**src/rtl/memory_stage_pkg.sv**
```systemverilog
// memory_stage_pkg: opcodes, funct3 codes, FSM states and alignment helpers for the memory stage.
package memory_stage_pkg;
   localparam logic [6:0] OP_LOAD  = 7'b0000011;
   localparam logic [6:0] OP_STORE = 7'b0100011;
   localparam logic [2:0] FUNC_LB  = 3'd0;
   localparam logic [2:0] FUNC_LH  = 3'd1;
   localparam logic [2:0] FUNC_LW  = 3'd2;
   localparam logic [2:0] FUNC_LBU = 3'd4;
   localparam logic [2:0] FUNC_LHU = 3'd5;
   localparam logic [2:0] FUNC_SB  = 3'd0;
   localparam logic [2:0] FUNC_SH  = 3'd1;
   localparam logic [2:0] FUNC_SW  = 3'd2;
   typedef enum logic [1:0] {S_IDLE, S_REQ, S_WAIT, S_DONE} state_t;
   function automatic logic is_mem(input logic [6:0] op);
      return op == OP_LOAD || op == OP_STORE;
   endfunction
   function automatic logic misaligned(input logic [2:0] f3, input logic [1:0] off);
      return f3[1:0] == 2'b01 ? off[0] : f3[1:0] == 2'b10 ? |off : 1'b0;
   endfunction
endpackage

```
**src/rtl/memory_stage_lsu_align.sv**
```systemverilog
// memory_stage_lsu_align: store lane steering and strobes, load lane extraction with sign/zero extension.
module memory_stage_lsu_align (
   input  logic [2:0]  func3,
   input  logic [1:0]  off,
   input  logic [31:0] sdata,
   input  logic [31:0] rdata,
   output logic [31:0] wdata,
   output logic [3:0]  wstrb,
   output logic [31:0] ldata
);
   logic [1:0]  eoff;
   logic [15:0] lane;
   logic        sx;
   // offsets are truncated to natural alignment; misaligned traps are decided upstream
   always_comb begin
      eoff  = func3[1:0] == 2'b10 ? 2'b00 : func3[1:0] == 2'b01 ? {off[1], 1'b0} : off;
      lane  = 16'(rdata >> {eoff, 3'b000});
      sx    = ~func3[2];
      wdata = func3[1:0] == 2'b00 ? {4{sdata[7:0]}} : func3[1:0] == 2'b01 ? {2{sdata[15:0]}} : sdata;
      wstrb = func3[1:0] == 2'b00 ? 4'b0001 << eoff : func3[1:0] == 2'b01 ? 4'b0011 << eoff : 4'hF;
      ldata = func3[1:0] == 2'b00 ? {{24{sx & lane[7]}}, lane[7:0]} :
              func3[1:0] == 2'b01 ? {{16{sx & lane[15]}}, lane} : rdata;
   end
endmodule

```
**src/rtl/memory_stage.sv**
```systemverilog
// memory_stage: pipeline stage 4, runs loads/stores over a req/gnt/rvalid data bus.
// Define MEM_MISALIGN_TRAP_EN to trap misaligned accesses instead of truncating the address.
module memory_stage
   import memory_stage_pkg::*;
#(
   parameter int ADDR_W       = 32,
   parameter int RESP_TIMEOUT = 0
) (
   input  logic              clk,
   input  logic              rst,
   input  logic              e_to_m_valid,
   output logic              m_allow_in,
   output logic              m_valid,
   output logic              m_to_w_valid,
   input  logic              w_allow_in,
   input  logic [6:0]        E_opcode,
   input  logic [2:0]        e_func3,
   input  logic [31:0]       e_valE,
   input  logic [31:0]       E_val2,
   input  logic [4:0]        E_rd,
   input  logic [31:0]       E_pc,
   input  logic [31:0]       E_instr,
   input  logic              E_commit,
   output logic [6:0]        M_opcode,
   output logic [4:0]        M_rd,
   output logic [31:0]       M_pc,
   output logic [31:0]       M_instr,
   output logic              M_commit,
   output logic [31:0]       M_valE,
   output logic [31:0]       m_valM,
   output logic              m_misalign,
   output logic              m_bus_err,
   output logic              dmem_req,
   output logic              dmem_we,
   output logic [ADDR_W-1:0] dmem_addr,
   output logic [31:0]       dmem_wdata,
   output logic [3:0]        dmem_wstrb,
   input  logic              dmem_gnt,
   input  logic              dmem_rvalid,
   input  logic [31:0]       dmem_rdata
);
   state_t      state;
   logic [2:0]  m_func3;
   logic [31:0] m_val2, cnt, ldata;
   logic [3:0]  wstrb;
   logic        m_ready_go, accept, e_trap;
   assign m_ready_go   = ~is_mem(M_opcode) | state == S_DONE;
   assign m_allow_in   = ~m_valid | (m_ready_go & w_allow_in);
   assign m_to_w_valid = m_valid & m_ready_go;
   assign accept       = m_allow_in & e_to_m_valid;
`ifdef MEM_MISALIGN_TRAP_EN
   assign e_trap = is_mem(E_opcode) & misaligned(e_func3, e_valE[1:0]);
`else
   assign e_trap = 1'b0;
`endif
   // bus fields come straight from the latches, so they stay stable until granted
   assign dmem_req   = state == S_REQ;
   assign dmem_we    = dmem_req & M_opcode == OP_STORE;
   assign dmem_addr  = {M_valE[ADDR_W-1:2], 2'b00};
   assign dmem_wstrb = dmem_we ? wstrb : 4'h0;
   memory_stage_lsu_align u_align (
      .func3(m_func3),
      .off  (M_valE[1:0]),
      .sdata(m_val2),
      .rdata(dmem_rdata),
      .wdata(dmem_wdata),
      .wstrb(wstrb),
      .ldata(ldata)
   );
   always_ff @(posedge clk) begin
      if (rst) begin
         state      <= S_IDLE;
         m_valid    <= 1'b0;
         M_opcode   <= '0;
         m_func3    <= '0;
         M_valE     <= '0;
         m_val2     <= '0;
         M_rd       <= '0;
         M_pc       <= '0;
         M_instr    <= '0;
         M_commit   <= 1'b0;
         m_valM     <= '0;
         m_misalign <= 1'b0;
         m_bus_err  <= 1'b0;
         cnt        <= '0;
      end else begin
         if (m_allow_in) begin
            m_valid    <= e_to_m_valid;
            m_bus_err  <= 1'b0;
            m_misalign <= 1'b0;
         end
         if (accept) begin
            M_opcode   <= E_opcode;
            m_func3    <= e_func3;
            M_valE     <= e_valE;
            m_val2     <= E_val2;
            M_rd       <= E_rd;
            M_pc       <= E_pc;
            M_instr    <= E_instr;
            M_commit   <= E_commit;
            m_valM     <= '0;
            m_misalign <= e_trap;
            state      <= is_mem(E_opcode) ? (e_trap ? S_DONE : S_REQ) : S_IDLE;
         end else if (m_allow_in) begin
            state <= S_IDLE;
         end else if (state == S_REQ) begin
            cnt <= '0;
            if (dmem_gnt) state <= M_opcode == OP_STORE ? S_DONE : S_WAIT;
         end else if (state == S_WAIT) begin
            cnt <= cnt + 32'd1;
            if (dmem_rvalid) begin
               m_valM <= ldata;
               state  <= S_DONE;
            end else if (RESP_TIMEOUT > 0 && cnt == 32'(RESP_TIMEOUT - 1)) begin
               m_bus_err <= 1'b1;
               m_valM    <= '0;
               state     <= S_DONE;
            end
         end
      end
   end
endmodule

```
**config.mk**
```make
export PLATFORM = sky130hd
export DESIGN_NAME = memory_stage
export DESIGN_NICKNAME = d
export VERILOG_FILES = /design/src/rtl/memory_stage_pkg.sv /design/src/rtl/memory_stage_lsu_align.sv /design/src/rtl/memory_stage.sv
export SDC_FILE = /design/constraint.sdc
export NUM_CORES = 1
export LEC_CHECK = 0
export ABC_AREA = 1
export BUFFER_PORTS_ARGS = -buffer_cell sky130_fd_sc_hd__buf_2
export CAP_MARGIN = 5
export CORE_AREA = 2 2 157 159
export CTS_BUF_LIST = sky130_fd_sc_hd__clkbuf_8
export CTS_CLUSTER_SIZE = 8
export DETAILED_ROUTE_END_ITERATION = 8
export DIE_AREA = 0 0 159 161
export SYNTH_ARGS = -nofsm -noshare
export SYNTH_HDL_FRONTEND = slang
export SYNTH_SLANG_ARGS = --single-unit
```
**constraint.sdc**
```tcl
create_clock -name clk -period 1.6 [get_ports clk]
set_clock_uncertainty 0.05 [all_clocks]
set_input_delay 0.16 -clock clk [delete_from_list [all_inputs] [get_ports clk]]
set_output_delay 0.16 -clock clk [all_outputs]
set_load 0.005 [all_outputs]
```
==> out/results.tsv, run 1 <==
stage	metric	value	unit
status	status	finished with violations	
status	failing checks	negative setup slack	
setup_path	CP endpoint kind	output port	
synthesis	top cells by area, synth	dfxtp_1 (45%), nor2_1 (15%), o21ai_0 (10%), nand2_1 (8.7%), buf_4 (5.2%)	
setup_path	crit path from	m_func3[1]	
setup_path	nature of the critical path startpoint	flip-flop	
routing	final WL	37600	um
placed_design	Setup WS pre-CTS	-0.0920	ns
final_layout	fin util	64.1	%
global_route	initial antenna violation count	1	
run	max_cap viols	0	
synthesis	post-synthesis cell type count	30	
timing	min Tclk post-route	2.01	ns
routing	drt drc	0	
global_route	total grt overflow	0	
routing	via count	10074	
placed_design	Post-DP HPWL	20500	um
timing	Final period util	125	%
final_layout	Layout area overhead	92.6	%
final_layout	post-route cell area	15300	sq um
clock_network	# H-tree levels	4	
timing	Final WS setup	-0.406	ns
worst_hold_path	hold_sp	dmem_rdata[1]	
die	Ports	398	
synthesis	flops & latches, synth	179	
setup_path	CP arrival	1.80	ns
clock_network	TritonCTS Buffers	17	
clock_network	Max clock buf depth	2	
die	Initial Util	33.3	%
timing	fin. max-slew vios	0	
global_route	first-pass GRT wire length	49700	um
timing	Hold Vio Cnt, Final	0	
pwr	VDD IR-drop max	0.000513	V
worst_hold_path	HP Class	primary input to flip-flop	
clock_network	CTS Root Cell	clkbuf_8	
routing	vias per cell	4.84	
placed_design	gpl congestion	0.870	
die	Rows	57	
die	Die Y-Extent	161	um
pwr	Pleak	0.00743	uW
pwr	switching power total	3950	uW
clock_network	CTS tree	built	
clock_network	worst skew pair latency	0.46	ns
routing	Avg WL per Cell	18.1	um
die	DIE WIDTH	159	um
synthesis	mapped cell area	7970	sq um
final_layout	layout cells sized above 1	50.8	%
routing	DR iter-0 viols	505	
synthesis	sequential-to-total area share from yosys stat	45.0	%
global_route	vias in the first global route	9419	
die	full die area	25600	sq um
setup_path	WS Path Type	flip-flop to output port	
routing	Pre-antenna DRT Iters	5	
timing	Worst-Margin Slew	0.598	ns
setup_path	CP max FO	4	
global_route	GRT Total Usage	24.3	%
placed_design	dpl cell area	10300	sq um
clock_network	CTS clk-pin slew, worst paths	0.10	ns
timing	setup TNS	-32.04	ns
pwr	Switching Fraction	34.1	%
timing	Setup-failing EPs final	209	
clock_network	clock sink count	179	
placed_design	Port Buffers	393	
final_layout	fin nets	1929	
setup_path	Crit Reg-Reg Startpoint	M_opcode[3]	
die	Core ar.	24000	sq um
synthesis	Synth warnings	0	
synthesis	Yosys top cell by area	dfxtp_1	
routing	Detail Route Antenna Nets	0	
timing	Rel. slew slack	59.8	%
global_route	largest net degree at the start of global routing	73	
timing	Max Clk Rate	499	MHz
pwr	PD cells	756	nW/um^2
synthesis	Synth Area per Inst	6.99	sq um
synthesis	Post-Synthesis Cells	1140	
setup_path	worst path required time	1.39	ns
pwr	logic gate share of total power	29.6	%
synthesis	post-synth top area share	45.0	%
pwr	Clock power frac	27.1	%
timing	RSZ-0062 raised after global routing	true	
pwr	sequential power share	43.2	%
pwr	Internal	7650	uW
-- synthesized netlist by cell type --
| cell | n |
|---|---|
| clkbuf_1 | 32 |
| nand2_4 | 6 |
| o21ai_1 | 1 |
| o22ai_1 | 5 |
| nand2_1 | 185 |
| inv_2 | 5 |
| conb_1 | 1 |
| nor3_1 | 1 |
| nand4_1 | 5 |
| inv_1 | 67 |
| o211ai_1 | 7 |
| nor2_2 | 1 |
| nor2_1 | 323 |
| nand3_2 | 3 |
| nor2_8 | 2 |
| o21ai_0 | 165 |
| nor4_1 | 1 |
| dfxtp_1 | 179 |
| buf_2 | 14 |
| buf_6 | 7 |
| inv_4 | 2 |
| nand3_1 | 28 |
| buf_4 | 55 |
| a21boi_0 | 1 |
| nor2_4 | 1 |
| a21oi_1 | 34 |
| nand3b_1 | 2 |
| buf_1 | 1 |
| nand2_2 | 2 |
| ha_1 | 4 |
-- critical path: stages, from the launching register on --
cell and delay [ns]:
dfxtp_4 0.37, buf_6 0.13, nand2_8 0.08, nand2_8 0.06, buf_6 0.13, ha_4 0.25, o22ai_2 0.06, nor2_1 0.13
buf_2 0.13
-- logic make-up after synthesis --
group                    after synthesis  synth area share [%]
AO/OA/AOI/OAI                        213                  13.7
buffers and inverters                183                  12.2
other                                  1                0.0471
flip-flops                           179                  45.0
AND/OR/NAND/NOR                      560                  28.5
adder cells (fa/ha/maj)                4                 0.628
-- path summary, 6_finish.rpt --
kind,endpoint,slack (ns),cells after the start
worst max-delay path,dmem_wstrb[2],-0.41,8
worst min register to register,M_opcode[2],0.41,2
worst max register to register,m_valM[13],-0.25,14
worst min-delay path,m_valM[1],0.05,5
-- cell type report --
cell class | count | area (sq um)
sequential | 179 | 3600
fill | 1979 | 8610
timing repair buffer | 690 | 5700
clock inverter | 14 | 148
inverter | 74 | 298
multi-input combinational | 781 | 4950
clock buffer | 17 | 234
antenna | 1 | 2.50
tap | 324 | 405
-- per-stage QoR --
stage | power, uW | instances | hold slack (ns)
6_report | 11600 | 2080 | 0.0540
5_1_grt | 12100 | 2080 | 0.0400
4_1_cts | 10700 | 2035 | 0.00687
3_5_place_dp | 6970 | 1815 | 0.361
3_3_place_gp | 6940 | 1815 | 0.353
2_1_floorplan | 6050 | 1143 | 0.179
-- routing by layer --
metal	routed length, um	GRT usage (%)	vias to the layer above
met5	0	0	-
met4	977	8.80	0
met3	2210	5.11	69
met2	19000	41.9	412
met1	15400	30.0	4827
li1	-	-	4766
-- repair_timing --
item                                    CTS  global route
resized for setup                       128           506
buffers inserted                         23            21
gates cloned                             10            32
hold buffers                            157             1
endpoints found under the setup margin  168           209
endpoints found under the hold margin   158             1
pin swaps                                24           133
-- flip-flops by register name (all words and copies together), names as in the netlist --
signal    cells
M_commit      1
m_func3       3
m_valid       1
m_val2       32
M_instr      32
M_valE       32
M_opcode      7
state         2
M_rd          5
m_valM       32
M_pc         32
-- power groups by stage --
stage	Clock [uW]	Sequential (uW)	Combinational [uW]
floorplan	0	5020	1020
global placement	0	5020	1930
detailed placement	0	5030	1940
CTS	3210	4930	2540
global route	3400	5050	3650
finish	3150	5020	3440
-- cell usage in the layout (no fill, tap or decap), types with 4 or more instances in the layout --
| cell | netlist | layout |
|---|---|---|
| nor2_2 | 1 | 62 |
| buf_6 | 7 | 25 |
| dfxtp_1 | 179 | 168 |
| clkbuf_8 | 0 | 17 |
| nand3_2 | 3 | 4 |
| buf_16 | 0 | 11 |
| o21ai_1 | 1 | 18 |
| o21ai_0 | 165 | 37 |
| o21ai_4 | 0 | 14 |
| nor2_1 | 323 | 187 |
| a21oi_1 | 34 | 21 |
| buf_4 | 55 | 46 |
| buf_2 | 14 | 392 |
| inv_1 | 67 | 63 |
| nor2_4 | 1 | 76 |
| a21oi_2 | 0 | 13 |
| o211ai_1 | 7 | 7 |
| dlygate4sd3_1 | 0 | 158 |
| inv_2 | 5 | 8 |
| nand2_4 | 6 | 9 |
| nand3_4 | 0 | 5 |
| nand3_1 | 28 | 22 |
| nand2_1 | 185 | 166 |
| nand4_1 | 5 | 5 |
| nand2_2 | 2 | 14 |
| buf_8 | 0 | 10 |
| o21ai_2 | 0 | 97 |
| clkinv_4 | 0 | 5 |
| buf_12 | 0 | 24 |
| nand2_8 | 0 | 4 |
| conb_1 | 1 | 4 |
| dfxtp_2 | 0 | 9 |
| clkbuf_16 | 0 | 24 |
Power figures use the tool's default switching activity.
==> run 2: changes to the inputs <==
==> constraint.sdc (replaced) <==
create_clock -name clk -period 1.6 [get_ports clk]
set_clock_uncertainty 0.05 [all_clocks]
set_input_delay 0.32 -clock clk [delete_from_list [all_inputs] [get_ports clk]]
set_output_delay 0.32 -clock clk [all_outputs]
set_load 0.005 [all_outputs]
==> out/results.tsv, run 2 (synthesis gave the netlist of run 1 again) <==
stage	metric	value	unit	change
timing	Max Clk Rate	468	MHz	-6.0%
routing	Avg WL per Cell	17.4	um	-3.7%
clock_network	Max clock buf depth	2		unchanged
clock_network	CTS clk-pin slew, worst paths	0.11	ns	about the same
clock_network	CTS tree	built		
setup_path	WS Path Type	flip-flop to output port		
timing	Final period util	133	%	+8.1 points
setup_path	CP arrival	1.76	ns	-0.04 ns
routing	final WL	34000	um	-9.6%
status	failing checks	negative setup slack		
routing	drt drc	0		unchanged
timing	min Tclk post-route	2.13	ns	+0.129 ns
final_layout	post-route cell area	14500	sq um	-5.3%
clock_network	clock sink count	179		unchanged
final_layout	Layout area overhead	82.4	%	
pwr	PD cells	795	nW/um^2	+5.2%
global_route	largest net degree at the start of global routing	51		-30%
final_layout	commonest non-fill, non-tap cell in the layout	buf_2		
setup_path	CP max FO	8		+4
timing	Setup-failing EPs final	209		unchanged
global_route	GRT Total Usage	24.9	%	+0.64 points
placed_design	gpl congestion	0.908		+4.3%
pwr	Pleak	0.00713	uW	-4.1%
placed_design	placed insts	1832		+0.94%
placed_design	Post-DP HPWL	20900	um	+2.4%
placed_design	Port Buffers	393		unchanged
status	status	finished with violations		
setup_path	nature of the critical path startpoint	flip-flop		
routing	DR iter-0 viols	571		+13%
timing	RSZ-0062 raised after global routing	true		
final_layout	fin util	60.7	%	-3.4 points
final_layout	# fillers	2071		+4.6%
routing	vias per cell	4.78		-1.4%
clock_network	CTS Root Cell	clkbuf_8		
worst_hold_path	WHS Path Cells	3		-2
clock_network	TritonCTS Buffers	17		unchanged
routing	via count	9321		-7.5%
final_layout	final non-filler cell total	1952		-6.2%
timing	Rel. slew slack	63.7	%	+3.9 points
final_layout	area of the multi-input gates	5300	sq um	+6.9%
die	Core ar.	24000	sq um	unchanged
clock_network	# H-tree levels	4		unchanged
timing	Worst-Margin Slew	0.539	ns	-0.0585 ns
timing	fin. max-slew vios	0		unchanged
setup_path	CP endpoint kind	output port		
routing	Detail Route Antenna Nets	0		unchanged
die	full die area	25600	sq um	unchanged
die	Rows	57		unchanged
placed_design	dpl cell area	10500	sq um	+1.9%
worst_hold_path	HP Class	primary input to flip-flop		
clock_network	worst skew pair latency	0.47	ns	about the same
die	Die Y-Extent	161	um	unchanged
global_route	vias in the first global route	9237		-1.9%
final_layout	layout cells sized above 1	58.1	%	+7.3 points
run	max_cap viols	0		unchanged
routing	Pre-antenna DRT Iters	5		unchanged
final_layout	Register Area	3600	sq um	about the same
global_route	initial antenna violation count	6		+5
timing	Final WS setup	-0.535	ns	-0.129 ns
final_layout	most frequent cells in the layout	buf_2 (390), dfxtp_1 (168), nor2_1 (158)		
pwr	VDD IR-drop max	0.000569	V	+11%
setup_path	Register-to-Register Path Depth	13		-1
global_route	first-pass GRT wire length	50500	um	+1.5%
setup_path	worst path required time	1.23	ns	-0.16 ns
final_layout	fin nets	1799		-6.7%
global_route	total grt overflow	0		unchanged
die	Initial Util	33.3	%	unchanged
die	DIE WIDTH	159	um	unchanged
timing	Hold Vio Cnt, Final	0		unchanged
timing	WHS	0.0229	ns	-0.0311 ns
placed_design	Setup WS pre-CTS	-0.145	ns	-0.0534 ns
die	Ports	398		unchanged
[run 2: changes by cell type in the layout (fill, tap and decap cells not counted), moves of 11 or more]
| cell | delta |
|---|---|
| nand2_4 | +11 |
| buf_12 | +17 |
| o21ai_2 | -11 |
| dlygate4sd3_1 | -146 |
| buf_16 | +12 |
| clkbuf_16 | -17 |
| nor2_2 | -23 |
| nor2_1 | -29 |
| nor2_4 | +52 |
| nand2_1 | -13 |
[run 2: area by class of cell]
type	count	area share, %
multi-input cells	782	36.4
flip-flops and latches	179	24.8
inverters	74	2.11
repair buffers	559	31.1
clock inverters	13	0.921
clock buffers	19	1.80
well taps	324	2.79
diodes	2	0.0344
[run 2: critical path: stages, from the launching register on]
cell and delay (ns):
dfxtp_4 0.37, buf_6 0.13, buf_6 0.11, nor2_4 0.15
buf_8 0.18, nand2_2 0.07, o21ai_1 0.13, buf_2 0.15
[run 2: path summary, 6_finish.rpt]
path / to / startpoint / slack [ns]
hold reg to reg: m_valM[0] / m_valM[0] / 0.44
hold / removal: M_instr[0] / E_instr[0] / 0.02
setup reg to reg: m_valM[19] / M_opcode[0] / -0.30
setup / recovery: dmem_wdata[8] / m_func3[1] / -0.53
[run 2: routing by layer]
metal  global-route usage, %  wire length [um]  up-vias
met5                       0                34        -
li1                        -                 -     4526
met4                    9.01              1110        6
met1                    29.2             13300     4330
met3                    6.83              2440       75
met2                    43.8             17100      384
[run 2: power by group]
group          internal (uW)  switching (uW)
combinational           1650            1640
sequential              4750             300
clock                   1250            1980
total                   7650            3920
[run 2: repair_timing]
| item | 4_1_cts | 5_1_grt |
|---|---|---|
| gates cloned | 38 | 8 |
| setup endpoints to repair | 204 | 212 |
| buffers inserted | 42 | 15 |
| endpoints found under the hold margin | 11 | 1 |
| hold buffers | 11 | 1 |
| pin swaps | 118 | 115 |
| resized for setup | 513 | 245 |
[run 2: through the flow]
step                power [uW]  setup TNS, ns
global route             12100         -62.45
finish                   11600         -47.22
CTS                      11400         -56.84
floorplan                 6060              0
detailed placement        7050          -5.17
global placement          7030          -2.10
